--- src/rtl/tob_pkg.sv ---
// tob_pkg: shared screen constants and renderer state encoding
package tob_pkg;
    localparam int SCREEN_W = 160;
    localparam int SCREEN_H = 120;
    localparam int COLOUR_W = 3;
    typedef enum logic [2:0] {S_IDLE, S_ERASE, S_DRAW, S_CLEAR, S_DONE} state_t;
endpackage

--- src/rtl/pixel_scanner.sv ---
// pixel_scanner: row-major 2-D offset counter, block-sized or full-screen
module pixel_scanner
    import tob_pkg::*;
#(
    parameter int W = 16,
    parameter int H = 4
) (
    input  logic       clk,
    input  logic       resetn,
    input  logic       start,
    input  logic       step,
    input  logic       full,
    output logic [7:0] cx,
    output logic [6:0] cy,
    output logic       last
);
    logic [7:0] wm;
    logic [6:0] hm;
    assign wm   = full ? 8'(SCREEN_W - 1) : 8'(W - 1);
    assign hm   = full ? 7'(SCREEN_H - 1) : 7'(H - 1);
    assign last = cx == wm && cy == hm;
    // Wrapping at the end leaves the counter at zero, ready for the next phase
    always_ff @(posedge clk) begin
        if (!resetn || start) begin
            cx <= '0;
            cy <= '0;
        end else if (step) begin
            cx <= cx == wm ? 8'd0 : cx + 8'd1;
            if (cx == wm)
                cy <= cy == hm ? 7'd0 : cy + 7'd1;
        end
    end
endmodule

--- src/rtl/block_renderer.sv ---
// block_renderer: erases the previous block, draws the new one, or clears the screen
module block_renderer
    import tob_pkg::*;
#(
    parameter int                  BLOCK_W   = 16,
    parameter int                  BLOCK_H   = 4,
    parameter logic [COLOUR_W-1:0] BG_COLOUR = '0
) (
    input  logic                clk,
    input  logic                resetn,
    input  logic                req,
    input  logic                clear_req,
    input  logic [7:0]          x_pos,
    input  logic [6:0]          y_pos,
    input  logic [COLOUR_W-1:0] colour,
    output logic [7:0]          vga_x,
    output logic [6:0]          vga_y,
    output logic [COLOUR_W-1:0] vga_colour,
    output logic                vga_plot,
    output logic                busy,
    output logic                done
);
    state_t state;
    logic [7:0] nx, lx, bx, cx;
    logic [6:0] ny, ly, by, cy;
    logic [COLOUR_W-1:0] nc;
    logic valid, last, start;
    logic [8:0] sx;
    logic [7:0] sy;
    assign start = state == S_IDLE && (req || clear_req);
    pixel_scanner #(.W(BLOCK_W), .H(BLOCK_H)) u_scan (
        .clk(clk), .resetn(resetn), .start(start), .step(busy),
        .full(state == S_CLEAR), .cx(cx), .cy(cy), .last(last)
    );
    always_comb begin
        bx = state == S_ERASE ? lx : (state == S_CLEAR ? 8'd0 : nx);
        by = state == S_ERASE ? ly : (state == S_CLEAR ? 7'd0 : ny);
        sx = {1'b0, bx} + {1'b0, cx};
        sy = {1'b0, by} + {1'b0, cy};
    end
    // Off-screen pixels still take their cycle but are never written
    assign vga_plot   = busy && sx < 9'(SCREEN_W) && sy < 8'(SCREEN_H);
    assign vga_x      = sx[7:0];
    assign vga_y      = sy[6:0];
    assign vga_colour = (state == S_ERASE || state == S_CLEAR) ? BG_COLOUR : nc;
    always_ff @(posedge clk) begin
        if (!resetn) begin
            state <= S_IDLE;
            busy  <= 1'b0;
            done  <= 1'b0;
            valid <= 1'b0;
            nx    <= '0;
            ny    <= '0;
            nc    <= '0;
            lx    <= '0;
            ly    <= '0;
        end else begin
            done <= 1'b0;
            case (state)
                S_IDLE:
                    if (clear_req) begin
                        state <= S_CLEAR;
                        busy  <= 1'b1;
                        valid <= 1'b0;
                    end else if (req) begin
                        nx    <= x_pos;
                        ny    <= y_pos;
                        nc    <= colour;
                        state <= valid ? S_ERASE : S_DRAW;
                        busy  <= 1'b1;
                    end
                S_ERASE:
                    if (last) state <= S_DRAW;
                S_DRAW:
                    if (last) begin
                        state <= S_DONE;
                        busy  <= 1'b0;
                        done  <= 1'b1;
                        lx    <= nx;
                        ly    <= ny;
                        valid <= 1'b1;
                    end
                S_CLEAR:
                    if (last) begin
                        state <= S_DONE;
                        busy  <= 1'b0;
                        done  <= 1'b1;
                    end
                default: state <= S_IDLE;
            endcase
        end
    end
endmodule

--- config.mk ---
export PLATFORM = sky130hd
export DESIGN_NAME = block_renderer
export DESIGN_NICKNAME = d
export VERILOG_FILES = /design/src/rtl/tob_pkg.sv /design/src/rtl/pixel_scanner.sv /design/src/rtl/block_renderer.sv
export SDC_FILE = /design/constraint.sdc
export NUM_CORES = 1
export LEC_CHECK = 0
export CAP_MARGIN = 20
export CORE_ASPECT_RATIO = 0.7
export CORE_MARGIN = 2
export CORE_UTILIZATION = 49
export CTS_CLUSTER_SIZE = 25
export DETAILED_ROUTE_END_ITERATION = 12
export PLACE_DENSITY = 0.76
export SETUP_SLACK_MARGIN = 0.2
export SYNTH_ARGS = -nofsm -noshare
export SYNTH_HDL_FRONTEND = slang
export SYNTH_SLANG_ARGS = --single-unit
--- constraint.sdc ---
create_clock -name clk -period 3.4 [get_ports clk]
set_clock_uncertainty 0.2 [all_clocks]
set_input_delay 0.34 -clock clk [delete_from_list [all_inputs] [get_ports clk]]
set_output_delay 0.34 -clock clk [all_outputs]
set_load 0.02 [all_outputs]
Word-level counts from Yosys, hierarchy flattened
Index checks and enable logic that the tools add are counted.
- input port bits: 22
- register bits after elaboration: 54
- word-level logic and storage cells: 70
- output and inout bits: 21
- bitwise gates (word level): 1
- multiplexer cells: 23
- add/sub/neg operators: 4
- magnitude comparators: 2
- equality and inequality tests: 10
- reductions and logical operators: 19
- operators with widths (kind ; number):
    $mux W8 ; 4
    $mux W7 ; 4
    $mux W3 ; 5
    $reduce_and A3 Y1 ; 4
    $add A8 B8 Y9 ; 1
    $lt A9 B8 Y1 const B ; 1
    $pmux W3 S3 ; 1
    $add A7 B7 Y8 ; 1
    $add A8 B1 Y8 const B ; 1
    $eq A8 B8 Y1 ; 1
    $lt A8 B7 Y1 const B ; 1
    $add A7 B1 Y7 const B ; 1
    $eq A7 B7 Y1 ; 1
    $eq A3 B2 Y1 const B ; 2
    $mux W1 ; 6
    $ne A2 B2 Y1 const B ; 3
    $reduce_and A2 Y1 ; 3
    $logic_and A1 B1 Y1 ; 4
    $pmux W1 S2 ; 2
    $reduce_bool A2 Y1 ; 2
    $eq A3 B1 Y1 const B ; 1
    $logic_not A3 Y1 ; 1
    $logic_or A1 B1 Y1 ; 3
    $ne A3 B3 Y1 const B ; 1
    other kinds (5) ; 5

Longest topological paths before layout
- depth in word-level cells: 7
- gate-level depth with buffers: 12
- mapped depth without buffers: 11

Hierarchy
From an unflattened synthesis, not the netlist that was laid out.
- cell total of the unflattened synthesis: 395
- area total of the unflattened synthesis: 3024.2 um2
- modules (own cells, without submodules) (module ; cells each ; sequential area each (um2) ; area an instance (um2) ; instances):
    block_renderer ; 309 ; 780.7 ; 2270.9 ; 1
    pixel_scanner ; 86 ; 300.3 ; 753.2 ; 1

Least setup slack after synthesis
No wires, ideal clock.
- path kind: reg-to-output
- from: reg state[1]
- to: out vga_plot
- setup slack: -258 ps
- buffers on the path: 2
- stages on the path, launching flop included: 13
- data required time: 2860 ps
- data arrival time: 3118 ps
- cell sequence: dfxtp_1 -> clkbuf_1 -> clkbuf_1 -> nand2b_1 -> o21ai_0 -> ha_1 -> fa_1 -> a21o_1 -> a21oi_1 -> nand2b_1 -> a211oi_1 -> or2_2 -> a211oi_1
- cells in the longest elaborated chain, start to end: 7
- elaborated cells on any way between the ends: 12
- those cells by class: add/sub: 2; order compare: 2; eq/ne: 2; mux: 4; reduce/logical: 2
- ends and longest elaborated chain (item ; line ; text):
    start: declaration ; block_renderer.sv:23 ; state_t state;
    start signal: assignment ; block_renderer.sv:69 ; state <= valid ? S_ERASE : S_DRAW;
    $eq A3 B2 Y1 ; block_renderer.sv:36 ; bx = state == S_ERASE ? lx : (state == S_CLEAR ? 8'd0 : nx);
    $mux W8 ; block_renderer.sv:36 ;
    $mux W8 (*) ; block_renderer.sv:36 ;
    $add A8 B8 Y9 (*) ; block_renderer.sv:38 ; sx = {1'b0, bx} + {1'b0, cx};
    named net vga_x[6] ; block_renderer.sv:16 ; output logic [7:0] vga_x,
    $lt A9 B8 Y1 (*) ; block_renderer.sv:42 ; assign vga_plot = busy && sx < 9'(SCREEN_W) && sy < 8'(SCREEN_H);
    $logic_and A1 B1 Y1 (*) (2 in a row) ; block_renderer.sv:42 ;
    end: declaration ; block_renderer.sv:19 ; output logic vga_plot,
The timed path passes the listed nets; every way through them passes the cells marked *.

Worst setup path after layout
- from: reg state[2]
- to: out vga_plot
- cells in the longest elaborated chain, start to end: 7
- elaborated cells on any way between the ends: 12
- those cells by class: add/sub: 2; order compare: 2; eq/ne: 2; mux: 4; reduce/logical: 2
- ends and longest elaborated chain (item ; line):
    $eq A3 B2 Y1 ; block_renderer.sv:36, block_renderer.sv:37
    $mux W8 (2 in a row) ; block_renderer.sv:36
    $add A8 B8 Y9 ; block_renderer.sv:38
    $lt A9 B8 Y1 ; block_renderer.sv:42
    $logic_and A1 B1 Y1 ; block_renderer.sv:42
    $logic_and A1 B1 Y1 (*) ; block_renderer.sv:42
Mark *: on every way between the ends. The rest lies on a longest branch, timed or not.

==> impl_metrics.py <==
metrics = {
    "routing": {
        "routed_wl_um": 6980,
        "drtIter0Drc": 98,
        "vias": 2763,
        "drtAntennaViolNets": 0,
        "wl_per_cell_um": 13.3,
        "routed_via_density": 5.27,
        "drc": 0,
        "dr.pass1.iters": 4,
    },
    "min_path": {
        "min_path_type": "flip-flop to flip-flop",
    },
    "cells_and_area": {
        "most-common-layout-cells": "nand2_1 (82), dfxtp_1 (51), clkdlybuf4s50_1 (34)",
        "fillers": 506,
        "antenna_cells": 0,
        "area.growth.synth_to_final_pct": 29.4,
        "post-route-util_pct": 64.5,
        "post_layout_nonfiller_instances": 524,
        "final_common_cell": "nand2_1",
        "layout.nets": 488,
        "final_layout_size_suffix_gt1_share_pct": 19.1,
    },
    "global_route": {
        "grt_usage_pct": 19.9,
        "busiest_layer": "met2",
        "gr-usage-met1_pct": 29.3,
        "grt_overflow_total": 0,
        "grtUsageMet2_pct": 30.2,
        "grt_pass1_wl_um": 11200,
        "met3_usage_pct": 4.10,
        "grt_max_degree": 34,
        "grt_pass1_vias": 2402,
        "antenna_found_initial": 0,
    },
    "critical_path": {
        "crit_path_end_kind": "output port",
        "worst_ep_required_time_ns": 2.86,
        "worst_r2r_endpoint": "ly[3]$_SDFFE_PN0P_",
        "crit_cells": 12,
        "cp-start-kind": "flip-flop",
        "cp_max_fo": 6,
        "crit_family": "simple AND/OR/NAND/NOR gates",
        "worstSetupPathType": "flip-flop to output port",
        "startpoint": "state[2]$_SDFFE_PN0P_",
        "path_buf_inv": 1,
        "arrival_ns": 2.80,
        "r2r_start": "u_scan.cx[1]$_SDFFE_PP0P_",
        "rrSetupSlack_ns": 0.80,
        "setup.worst_path.end": "vga_plot",
        "cpMaxStageDelayCell": "or4b_4",
        "rr_worst_depth": 8,
        "worstPathCellList": "nand2b_4, nand2_1, o21ai_0, ha_2, fa_2, nand3_2, a21boi_1, or4b_4, o2111ai_4, and4_4, a211oi_4, buf_6",
        "critPathMaxStageDelay_ns": 0.50,
    },
    "yosys": {
        "synth_fp_nets": 426,
        "synth.cell_area_sq_um": 3050,
        "synth_compound_area_share_pct": 15.2,
        "seq_area_frac_synth_pct": 35.4,
        "synth_adder_area_share_pct": 9.09,
        "ys_types": 48,
        "async_flop_share_pct": 0,
        "syn_avg_cell_area_sq_um": 7.97,
        "muxShareOfSynthArea_pct": 2.17,
        "synth-simple-area-share_pct": 29.3,
        "ys_ff_latch": 54,
        "syn_inst": 383,
        "ys.flop_type": "dfxtp_1",
        "synth-edff-count": 0,
        "synth_xor_xnor_area_share_pct": 5.74,
        "synth_top_family_by_area": "simple AND/OR/NAND/NOR gates",
        "yosys_warnings": 0,
    },
    "clock_network": {
        "cts_buffers": 5,
        "h-tree-depth": 2,
        "clk_path_buf_depth": 2,
        "hold_buffers": 0,
        "clock_latency_ns": 0.31,
        "clock-root-buffer": "clkbuf_8",
        "cts.sink_count": 54,
        "cts_tree": "built",
        "path_clk_slew_ns": 0.10,
    },
    "floorplan": {
        "fp.dieH_um": 70.1,
        "fp.coreArea_sq_um": 6130,
        "std_cell_rows": 24,
        "ios": 43,
        "fp.dieW_um": 98.4,
        "dieArea_sq_um": 6890,
        "initial_core_util_pct": 49.9,
    },
    "power_and_ir_drop": {
        "p_leak_uw": 0.00157,
        "p_per_area_nw_per_um2": 324,
        "peakVddDrop_v": 0.000232,
    },
    "placement": {
        "dp.cells": 508,
        "dp_hpwl_um": 5140,
        "gp_congestion": 0.828,
        "portBuffers": 42,
    },
    "timing": {
        "tightestPinTransition_ns": 0.723,
        "slew_headroom_pct": 51.7,
        "fmax_ghz": 0.300,
        "rsz0062_at_grt": "yes",
        "finalSetupViolCount": 0,
        "hold_violations": 0,
        "final_max_slew_viol_count": 0,
        "finalCritPeriodShare_pct": 98.2,
        "min_period_ns": 3.34,
    },
    "job": {
        "max_cap_violations": 0,
    },
    "run_status": {
        "status": "finished, final reports clean",
    },
}
==> worst min-delay path, stage by stage (launching register included) <==
cell     delay, ns
dfxtp_1       0.32
nand2_1       0.05
a21oi_1       0.05
==> layer usage <==
layer  vias up  share of wire (%)
met2        54                 43
met3         7                4.8
met4         0               0.70
met1      1262                 51
li1       1440                  -
met5         -                  0
==> registers in the layout (all words and copies together) (netlist names) <==
| register | count |
|---|---|
| lx | 8 |
| nx | 8 |
| u_scan.cx | 8 |
| ly | 7 |
| ny | 7 |
| u_scan.cy | 7 |
| nc | 3 |
| state | 3 |
| busy | 1 |
| done | 1 |
| valid | 1 |
==> timing repair <==
action / 4_1_cts / 5_1_grt
hold endpoints to repair: 0 / 0
setup endpoints to repair: 10 / 9
resized for setup: 43 / 14
pin swaps: 10 / 8
gates cloned: 1 / 0
buffers inserted: 3 / 4
==> worst min-delay path by stage <==
stage / start / endpoint / slack (ns) / depth (start not counted)
floorplan: state[2]$_SDFFE_PN0P_ / state[1]$_SDFFE_PN0P_ / 0.22 / 1
global placement: nc[0]$_SDFFE_PN0P_ / nc[0]$_SDFFE_PN0P_ / 0.24 / 2
detailed placement: lx[0]$_SDFFE_PN0P_ / lx[0]$_SDFFE_PN0P_ / 0.24 / 2
CTS: nc[1]$_SDFFE_PN0P_ / nc[1]$_SDFFE_PN0P_ / 0.26 / 2
global route: nc[1]$_SDFFE_PN0P_ / nc[1]$_SDFFE_PN0P_ / 0.28 / 2
finish: nc[1]$_SDFFE_PN0P_ / nc[1]$_SDFFE_PN0P_ / 0.25 / 2
==> kinds of logic (layout without fill, tap and decap cells) <==
| family | Yosys count | count (layout) |
|---|---|---|
| and+or+nand+nor | 180 | 181 |
| AOI/OAI and AO/OA | 80 | 80 |
| DFF | 54 | 54 |
| buffers and inverters | 23 | 85 |
| adders and majority gates | 21 | 21 |
| xor gates and xnor gates | 20 | 20 |
| muxes | 5 | 5 |
==> cells in the mapped netlist, types with 4 or more instances <==
cell | count | area share [%]
nand2_1 | 82 | 10
dfxtp_1 | 54 | 35
o21ai_0 | 32 | 5.2
a21oi_1 | 29 | 4.8
nand2b_1 | 21 | 4.3
nor2_1 | 21 | 2.6
nand3_1 | 20 | 3.3
ha_1 | 19 | 7.8
clkbuf_1 | 15 | 1.8
xor2_1 | 13 | 3.7
xnor2_1 | 7 | 2.0
nand4_1 | 6 | 1.2
nor3_1 | 5 | 0.82
buf_2 | 4 | 0.66
==> through the flow <==
| step | setup TNS (ns) | worst slack, ns | total power, uW | cell area (sq um) | hold WS [ns] |
|---|---|---|---|---|---|
| detailed placement | -0.440 | -0.300 | 919 | 3730 | 0.241 |
| finish | 0 | 0.0617 | 1280 | 3950 | 0.255 |
| global placement | -0.201 | -0.201 | 916 | 3730 | 0.237 |
| CTS | 0 | 0.0496 | 1290 | 3900 | 0.257 |
| global route | -0.113 | -0.0692 | 1340 | 3950 | 0.275 |
| floorplan | 0 | 0.203 | 830 | 3130 | 0.221 |
==> power by group <==
group          switching [uW]  internal, uW  leakage [uW]  total (uW)
sequential               20.5           649      0.000439         670
combinational             128           120       0.00108         248
clock                     215           145     0.0000441         361
==> layout make-up <==
type                            instances  area, sq um  share of cell area, %
Timing Repair Buffer                   75          661                   16.7
Inverter                                2         7.51                  0.190
Sequential cell                        54         1090                   27.6
Multi-Input combinational cell        307         2010                   50.8
Clock buffer                            5         68.8                   1.74
Tap cell                               78         97.6                   2.47
Clock inverter                          3         21.3                  0.538
No activity file was read; power rests on OpenSTA's default activity.
